--- config.mk ---
export PLATFORM = sky130hd
export DESIGN_NAME = uart_tx_frame
export DESIGN_NICKNAME = d
export VERILOG_FILES = /design/src/rtl/uart_pkg.sv /design/src/rtl/uart_tx_frame_baud_tick.sv /design/src/rtl/uart_tx_frame.sv
export SDC_FILE = /design/constraint.sdc
export NUM_CORES = 1
export LEC_CHECK = 0
export ABC_AREA = 1
export CORE_UTILIZATION = 55
export CTS_BUF_LIST = sky130_fd_sc_hd__clkbuf_2
export DETAILED_ROUTE_END_ITERATION = 10
export PLACE_DENSITY_LB_ADDON = 0.1
export REMOVE_ABC_BUFFERS = 1
export SLEW_MARGIN = 20
export SYNTH_ARGS = -nofsm -noshare
export SYNTH_HDL_FRONTEND = slang
export SYNTH_SLANG_ARGS = --single-unit
--- constraint.sdc ---
create_clock -name clk -period 2 [get_ports clk]
set_input_delay 0.2 -clock clk [delete_from_list [all_inputs] [get_ports clk]]
set_output_delay 0.2 -clock clk [all_outputs]
set_load 0.1 [all_outputs]
--- src/rtl/uart_pkg.sv ---
`timescale 1ns/1ps
// Shared types, parity encodings and baud divider helper for the UART transmitter.
package uart_pkg;

    typedef enum logic [2:0] {
        IDLE,
        START,
        DATA,
        PARITY,
        STOP
    } tx_state_t;

    localparam int PARITY_NONE = 0;
    localparam int PARITY_ODD  = 1;
    localparam int PARITY_EVEN = 2;

    // Rounded clock-cycles-per-bit.
    function automatic int calc_bit_div(input int clk_freq, input int baud);
        return (clk_freq + baud / 2) / baud;
    endfunction

endpackage

--- src/rtl/uart_tx_frame_baud_tick.sv ---
`timescale 1ns/1ps
// Bit-period down-counter; tick marks the last clock of each bit period.
// Held at reload while restart is high, so the first period after release is a full BIT_DIV clocks.
module uart_baud_tick #(
    parameter int BIT_DIV = 434
) (
    input  logic clk,
    input  logic rst_n,
    input  logic restart,
    output logic tick
);

    localparam int CW = (BIT_DIV > 1) ? $clog2(BIT_DIV) : 1;
    localparam logic [CW-1:0] RELOAD = CW'(BIT_DIV - 1);

    logic [CW-1:0] cnt;

    always_ff @(posedge clk or negedge rst_n) begin
        if (!rst_n) begin
            cnt <= '0;
        end else if (restart || (cnt == '0)) begin
            cnt <= RELOAD;
        end else begin
            cnt <= cnt - 1'b1;
        end
    end

    assign tick = ~restart & (cnt == '0);

endmodule

--- src/rtl/uart_tx_frame.sv ---
`timescale 1ns/1ps
// UART transmitter: start, 8 data bits LSB first, optional parity, 1-2 stop bits.
// Rising edge of uart_en_send starts a frame; edges while busy are dropped.
module uart_tx_frame
    import uart_pkg::*;
#(
    parameter int CLK_FREQ  = 50_000_000,
    parameter int BAUD      = 115200,
    parameter int PARITY    = 0,
    parameter int STOP_BITS = 1
) (
    input  logic       clk,
    input  logic       rst_n,
    input  logic       uart_en_send,
    input  logic [7:0] uart_data,
    output logic       uart_txd,
    output logic       uart_tx_busy,
    output logic       uart_tx_done
);

    localparam int BIT_DIV = calc_bit_div(CLK_FREQ, BAUD);

    if (BIT_DIV < 2) begin : g_bad_div
        $error("uart_tx_frame: BIT_DIV must be at least 2");
    end
    if (PARITY > 2 || PARITY < 0) begin : g_bad_parity
        $error("uart_tx_frame: PARITY must be 0, 1 or 2");
    end
    if (STOP_BITS != 1 && STOP_BITS != 2) begin : g_bad_stop
        $error("uart_tx_frame: STOP_BITS must be 1 or 2");
    end

    tx_state_t  state_q, state_n;
    logic       en_prev;
    logic       start;
    logic       restart;
    logic       tick;
    logic [7:0] shreg_q, shreg_n;
    logic [2:0] bit_cnt_q, bit_cnt_n;
    logic       par_q, par_n;
    logic       txd_n, busy_n, done_n;

    assign start   = uart_en_send & ~en_prev & (state_q == IDLE);
    assign restart = (state_q == IDLE);

    uart_baud_tick #(
        .BIT_DIV (BIT_DIV)
    ) u_baud_tick (
        .clk     (clk),
        .rst_n   (rst_n),
        .restart (restart),
        .tick    (tick)
    );

    always_ff @(posedge clk or negedge rst_n) begin
        if (!rst_n) begin
            state_q      <= IDLE;
            en_prev      <= 1'b0;
            shreg_q      <= '0;
            bit_cnt_q    <= '0;
            par_q        <= 1'b0;
            uart_txd     <= 1'b1;
            uart_tx_busy <= 1'b0;
            uart_tx_done <= 1'b0;
        end else begin
            state_q      <= state_n;
            en_prev      <= uart_en_send;
            shreg_q      <= shreg_n;
            bit_cnt_q    <= bit_cnt_n;
            par_q        <= par_n;
            uart_txd     <= txd_n;
            uart_tx_busy <= busy_n;
            uart_tx_done <= done_n;
        end
    end

    // txd_n is the level of the bit being entered, so the line is registered.
    always_comb begin
        state_n   = state_q;
        shreg_n   = shreg_q;
        bit_cnt_n = bit_cnt_q;
        par_n     = par_q;
        txd_n     = uart_txd;
        busy_n    = uart_tx_busy;
        done_n    = 1'b0;
        case (state_q)
            IDLE: begin
                txd_n  = 1'b1;
                busy_n = 1'b0;
                if (start) begin
                    state_n   = START;
                    shreg_n   = uart_data;
                    par_n     = (PARITY == PARITY_ODD) ? ~^uart_data : ^uart_data;
                    bit_cnt_n = '0;
                    txd_n     = 1'b0;
                    busy_n    = 1'b1;
                end
            end
            START: begin
                if (tick) begin
                    state_n   = DATA;
                    txd_n     = shreg_q[0];
                    shreg_n   = {1'b0, shreg_q[7:1]};
                    bit_cnt_n = '0;
                end
            end
            DATA: begin
                if (tick) begin
                    if (bit_cnt_q == 3'd7) begin
                        bit_cnt_n = '0;
                        if (PARITY != PARITY_NONE) begin
                            state_n = uart_pkg::PARITY;
                            txd_n   = par_q;
                        end else begin
                            state_n = STOP;
                            txd_n   = 1'b1;
                        end
                    end else begin
                        bit_cnt_n = bit_cnt_q + 3'd1;
                        txd_n     = shreg_q[0];
                        shreg_n   = {1'b0, shreg_q[7:1]};
                    end
                end
            end
            uart_pkg::PARITY: begin
                if (tick) begin
                    state_n   = STOP;
                    txd_n     = 1'b1;
                    bit_cnt_n = '0;
                end
            end
            STOP: begin
                if (tick) begin
                    if (bit_cnt_q == 3'(STOP_BITS - 1)) begin
                        state_n = IDLE;
                        busy_n  = 1'b0;
                        done_n  = 1'b1;
                        txd_n   = 1'b1;
                    end else begin
                        bit_cnt_n = bit_cnt_q + 3'd1;
                    end
                end
            end
            default: begin
                state_n = IDLE;
                txd_n   = 1'b1;
                busy_n  = 1'b0;
            end
        endcase
    end

endmodule

==> impl_metrics.env <==
export IMPL_cpPeakStageDelay_ns=0.46
export IMPL_timing_final_crit_share_pct=80.5
export IMPL_min_path_type="primary input to async pin"
export IMPL_gp_congestion=0.868
export IMPL_nets=223
export IMPL_cts_sink_count=27
export IMPL_timing_max_transition_violations_final=0
export IMPL_timing_critical_path_to_type="flip-flop"
export IMPL_ctsResizeCount=0
export IMPL_leakagePower_uw=0.000903
export IMPL_share_seq_of_total_power_pct=33.6
export IMPL_worst_setup_path_type="flip-flop to flip-flop"
export IMPL_drc_errors=0
export IMPL_rsz0062_at_grt="no"
export IMPL_ctsLongestPathBuffers=2
export IMPL_via_count_of_the_first_global_routing_pass=1179
export IMPL_rows=19
export IMPL_finalHoldViolations=0
export IMPL_dp_cells=234
export IMPL_power_net_switching_uw=1270
export IMPL_design_core_area_um2=2730
export IMPL_final_min_clock_period_ns=1.61
export IMPL_cts_tree="yes"
export IMPL_power_density_cell_area_nw_per_um2=1420
export IMPL_setup_tns_ns=0
export IMPL_drive_above_1_share_pct=18.4
export IMPL_critical_path_cell_chain="inv_1 -> ha_1 -> nand2_1 -> nor2_2 -> nand3_4 -> nand2_4 -> nand3_2 -> nand2_1 -> nand2_1"
export IMPL_final_setup_skew_ns=0.0299
export IMPL_routed_wire_length_per_instance_um=11.7
export IMPL_yosysUniqueCellTypes=29
export IMPL_routed_wirelength_um=2780
export IMPL_grt_first_pass_wirelength_um=5150
export IMPL_synth_edff_count=0
export IMPL_hold_buf_cts=0
export IMPL_dr_total_vias=1227
export IMPL_area_enclosed_by_the_die_boundary_um2=3080
export IMPL_global_route_usage_total_pct=20.9
export IMPL_total_power_uw=2510
export IMPL_dieWidth_um=55.5
export IMPL_maxCapViolations=0
export IMPL_finalInstanceArea_um2=1760
export IMPL_layout_stage_area_growth_over_the_synthesis_result_pct=12.2
export IMPL_asyncSetResetFlopFracSynth_pct=100
export IMPL_cts_root_buffer="clkbuf_2"
export IMPL_initial_core_util_pct=57.5
export IMPL_post_dp_hpwl_um=2100
export IMPL_report_final_setup_viol=0
export IMPL_run_status="finished, final reports clean"
export IMPL_drtAntennaViolNets=0
export IMPL_post_cts_buffers=0
export IMPL_worst_endpoint_required_ns=2.28
export IMPL_number_of_buffers_added_by_the_clock_tree_synthesis_step=3
export IMPL_yosys_most_used_dff="dfrtp_1"
export IMPL_insertion_delay_ns=0.37
export IMPL_die_height_um=55.5
export IMPL_vias_per_cell=5.16
export IMPL_yosysWarnings=0
export IMPL_vdd_ir_drop_worst_mv=1.05
export IMPL_finalCoreUtilization_pct=64.5
export IMPL_syn_inst=189
export IMPL_maximum_number_of_pins_on_one_net_before_global_route_repair=28
export IMPL_htree_levels=1
export IMPL_insertedDiodeCount=0
export IMPL_final_cell_count_no_fill=238
export IMPL_setup_worst_path_start_class="flip-flop"
export IMPL_clk_pin_slew_ns=0.28
export IMPL_drt_iter0_markers=53
export IMPL_critical_path_n_buffers_inverters=1
export IMPL_critical_path_slowest_cell="dfrtp_1"
export IMPL_grt_antenna_before_repair=0
export IMPL_critical_path_arrival_ns=1.89
export IMPL_grt_ovfl_total=0
export IMPL_max_slew_worst_pin_slew_ns=0.459
export IMPL_yosys_register_bits=27
export IMPL_worst_path_most_repeated_cell="nand2_1"
export IMPL_num_io_pins=14
export IMPL_drt_pass1_iterations=4
export IMPL_post_synth_cell_area_avg_um2=8.32
export IMPL_power_share_clock_pct=8.6
export IMPL_worstPathMaxFanout=7
export IMPL_io_buffers=13
export IMPL_relSlewSlack_pct=69.0
export IMPL_place_area_um2=1740
export IMPL_synthesis_area_um2=1570
export IMPL_crit_family="simple AND/OR/NAND/NOR gates"
export IMPL_share_of_synthesized_area_occupied_by_flip_flops_and_latches_pct=43.0
export IMPL_internal_power_uw=1240
export IMPL_clock_fmax_mhz=621
export IMPL_power_switching_fraction_pct=50.6
export IMPL_pwr_share_comb_pct=57.8
-- through the flow --
| step | hold slack (ns) | setup slack, ns |
|---|---|---|
| finish | 0.145 | 0.390 |
| global route | 0.167 | 0.231 |
| CTS | 0.135 | 0.407 |
| detailed placement | 0.464 | 0.366 |
| global placement | 0.454 | 0.415 |
| floorplan | -0.0956 | 0.615 |
-- registers in the layout, indices dropped and copies added, names as in the netlist --
name             cells
uart_tx_done         1
en_prev              1
uart_tx_busy         1
uart_txd             1
bit_cnt_q            3
shreg_q              8
state_q              3
u_baud_tick.cnt      9
-- layer usage --
layer / vias to the layer above / wire length, um / GRT usage [%]
li1: 632 / - / -
met1: 570 / 1320 / 28.4
met2: 23 / 1350 / 33.6
met3: 2 / 88 / 2.34
met4: 0 / 17 / 9.29
met5: - / 0 / 0
-- Yosys cell counts, types with 2 or more instances --
| cell | number | area share [%] |
|---|---|---|
| o21ai_0 | 4 | 1.3 |
| nand2_8 | 4 | 5.1 |
| nor2_2 | 2 | 0.80 |
| ha_1 | 4 | 3.2 |
| o21ai_2 | 3 | 1.7 |
| inv_2 | 4 | 0.95 |
| dfrtp_1 | 26 | 41 |
| a21oi_1 | 3 | 0.95 |
| nand2_1 | 71 | 17 |
| nand2_2 | 3 | 1.2 |
| inv_4 | 2 | 0.80 |
| nand3_2 | 2 | 1.3 |
| inv_1 | 16 | 3.8 |
| nor2_1 | 12 | 2.9 |
| nand2_4 | 3 | 2.1 |
| nand4_1 | 4 | 1.6 |
| xor2_1 | 2 | 1.1 |
| nand3_1 | 13 | 4.1 |
-- power by group through the flow --
stage | Clock (uW) | Combinational, uW | Sequential (uW)
global placement | 0 | 1410 | 849
finish | 215 | 1450 | 843
detailed placement | 0 | 1460 | 856
floorplan | 0 | 1080 | 956
CTS | 235 | 1460 | 845
global route | 244 | 1630 | 867
-- area by class of cell --
cell class	count	area, um^2
repair buffers	14	130
inverters	23	91.3
flip-flops and latches	27	677
fillers	242	970
well taps	31	38.8
clock inverters	1	7.51
multi-input cells	139	805
clock buffers	3	15.0
-- placed cells by master, fill, tap and decap left out --
master and count:
a21oi_1 3, a21oi_4 1, buf_4 4, clkbuf_2 3, clkdlybuf4s50_1 10, clkinv_1 1
clkinvlp_4 1, dfrtp_1 26, dfstp_2 1, ha_1 4, inv_1 16, inv_2 4
inv_4 2, nand2_1 71, nand2_2 3, nand2_4 3, nand2_8 4, nand3_1 13
nand3_2 2, nand3_4 1, nand4_1 4, nor2_1 12, nor2_2 2, nor2_4 1
nor2_8 1, nor4_1 1, o211ai_1 1, o21ai_0 4, o21ai_2 3, o21ai_4 1
o31ai_1 1, or2_2 1, xor2_1 2
-- path summary, 6_finish.rpt --
check                      cells past startpoint                          from                            to  slack, ns
min in group clk                               1                  uart_en_send             en_prev$_DFF_PN0_       0.34
max reg2reg                                    9  u_baud_tick.cnt[0]$_DFF_PN0_        state_q[1]$_DFFE_PN0P_       0.39
min reg2reg                                    1  u_baud_tick.cnt[0]$_DFF_PN0_  u_baud_tick.cnt[0]$_DFF_PN0_       0.49
min                                            2                         rst_n  u_baud_tick.cnt[5]$_DFF_PN0_       0.14
max in group asynchronous                      2                         rst_n          uart_txd$_DFFE_PN1P_       1.52
max                                            9  u_baud_tick.cnt[0]$_DFF_PN0_        state_q[1]$_DFFE_PN0P_       0.39
-- cells by family (layout without fill, tap and decap cells) --
group | after synthesis | count (layout) | synth area share, %
compound gates | 14 | 14 | 6.92
xor+xnor | 2 | 2 | 1.11
fa+ha+maj | 4 | 4 | 3.18
buf+inv | 23 | 41 | 5.81
flops | 27 | 27 | 43.0
simple gates | 119 | 119 | 39.9
No activity file was read; power rests on OpenSTA's default activity.
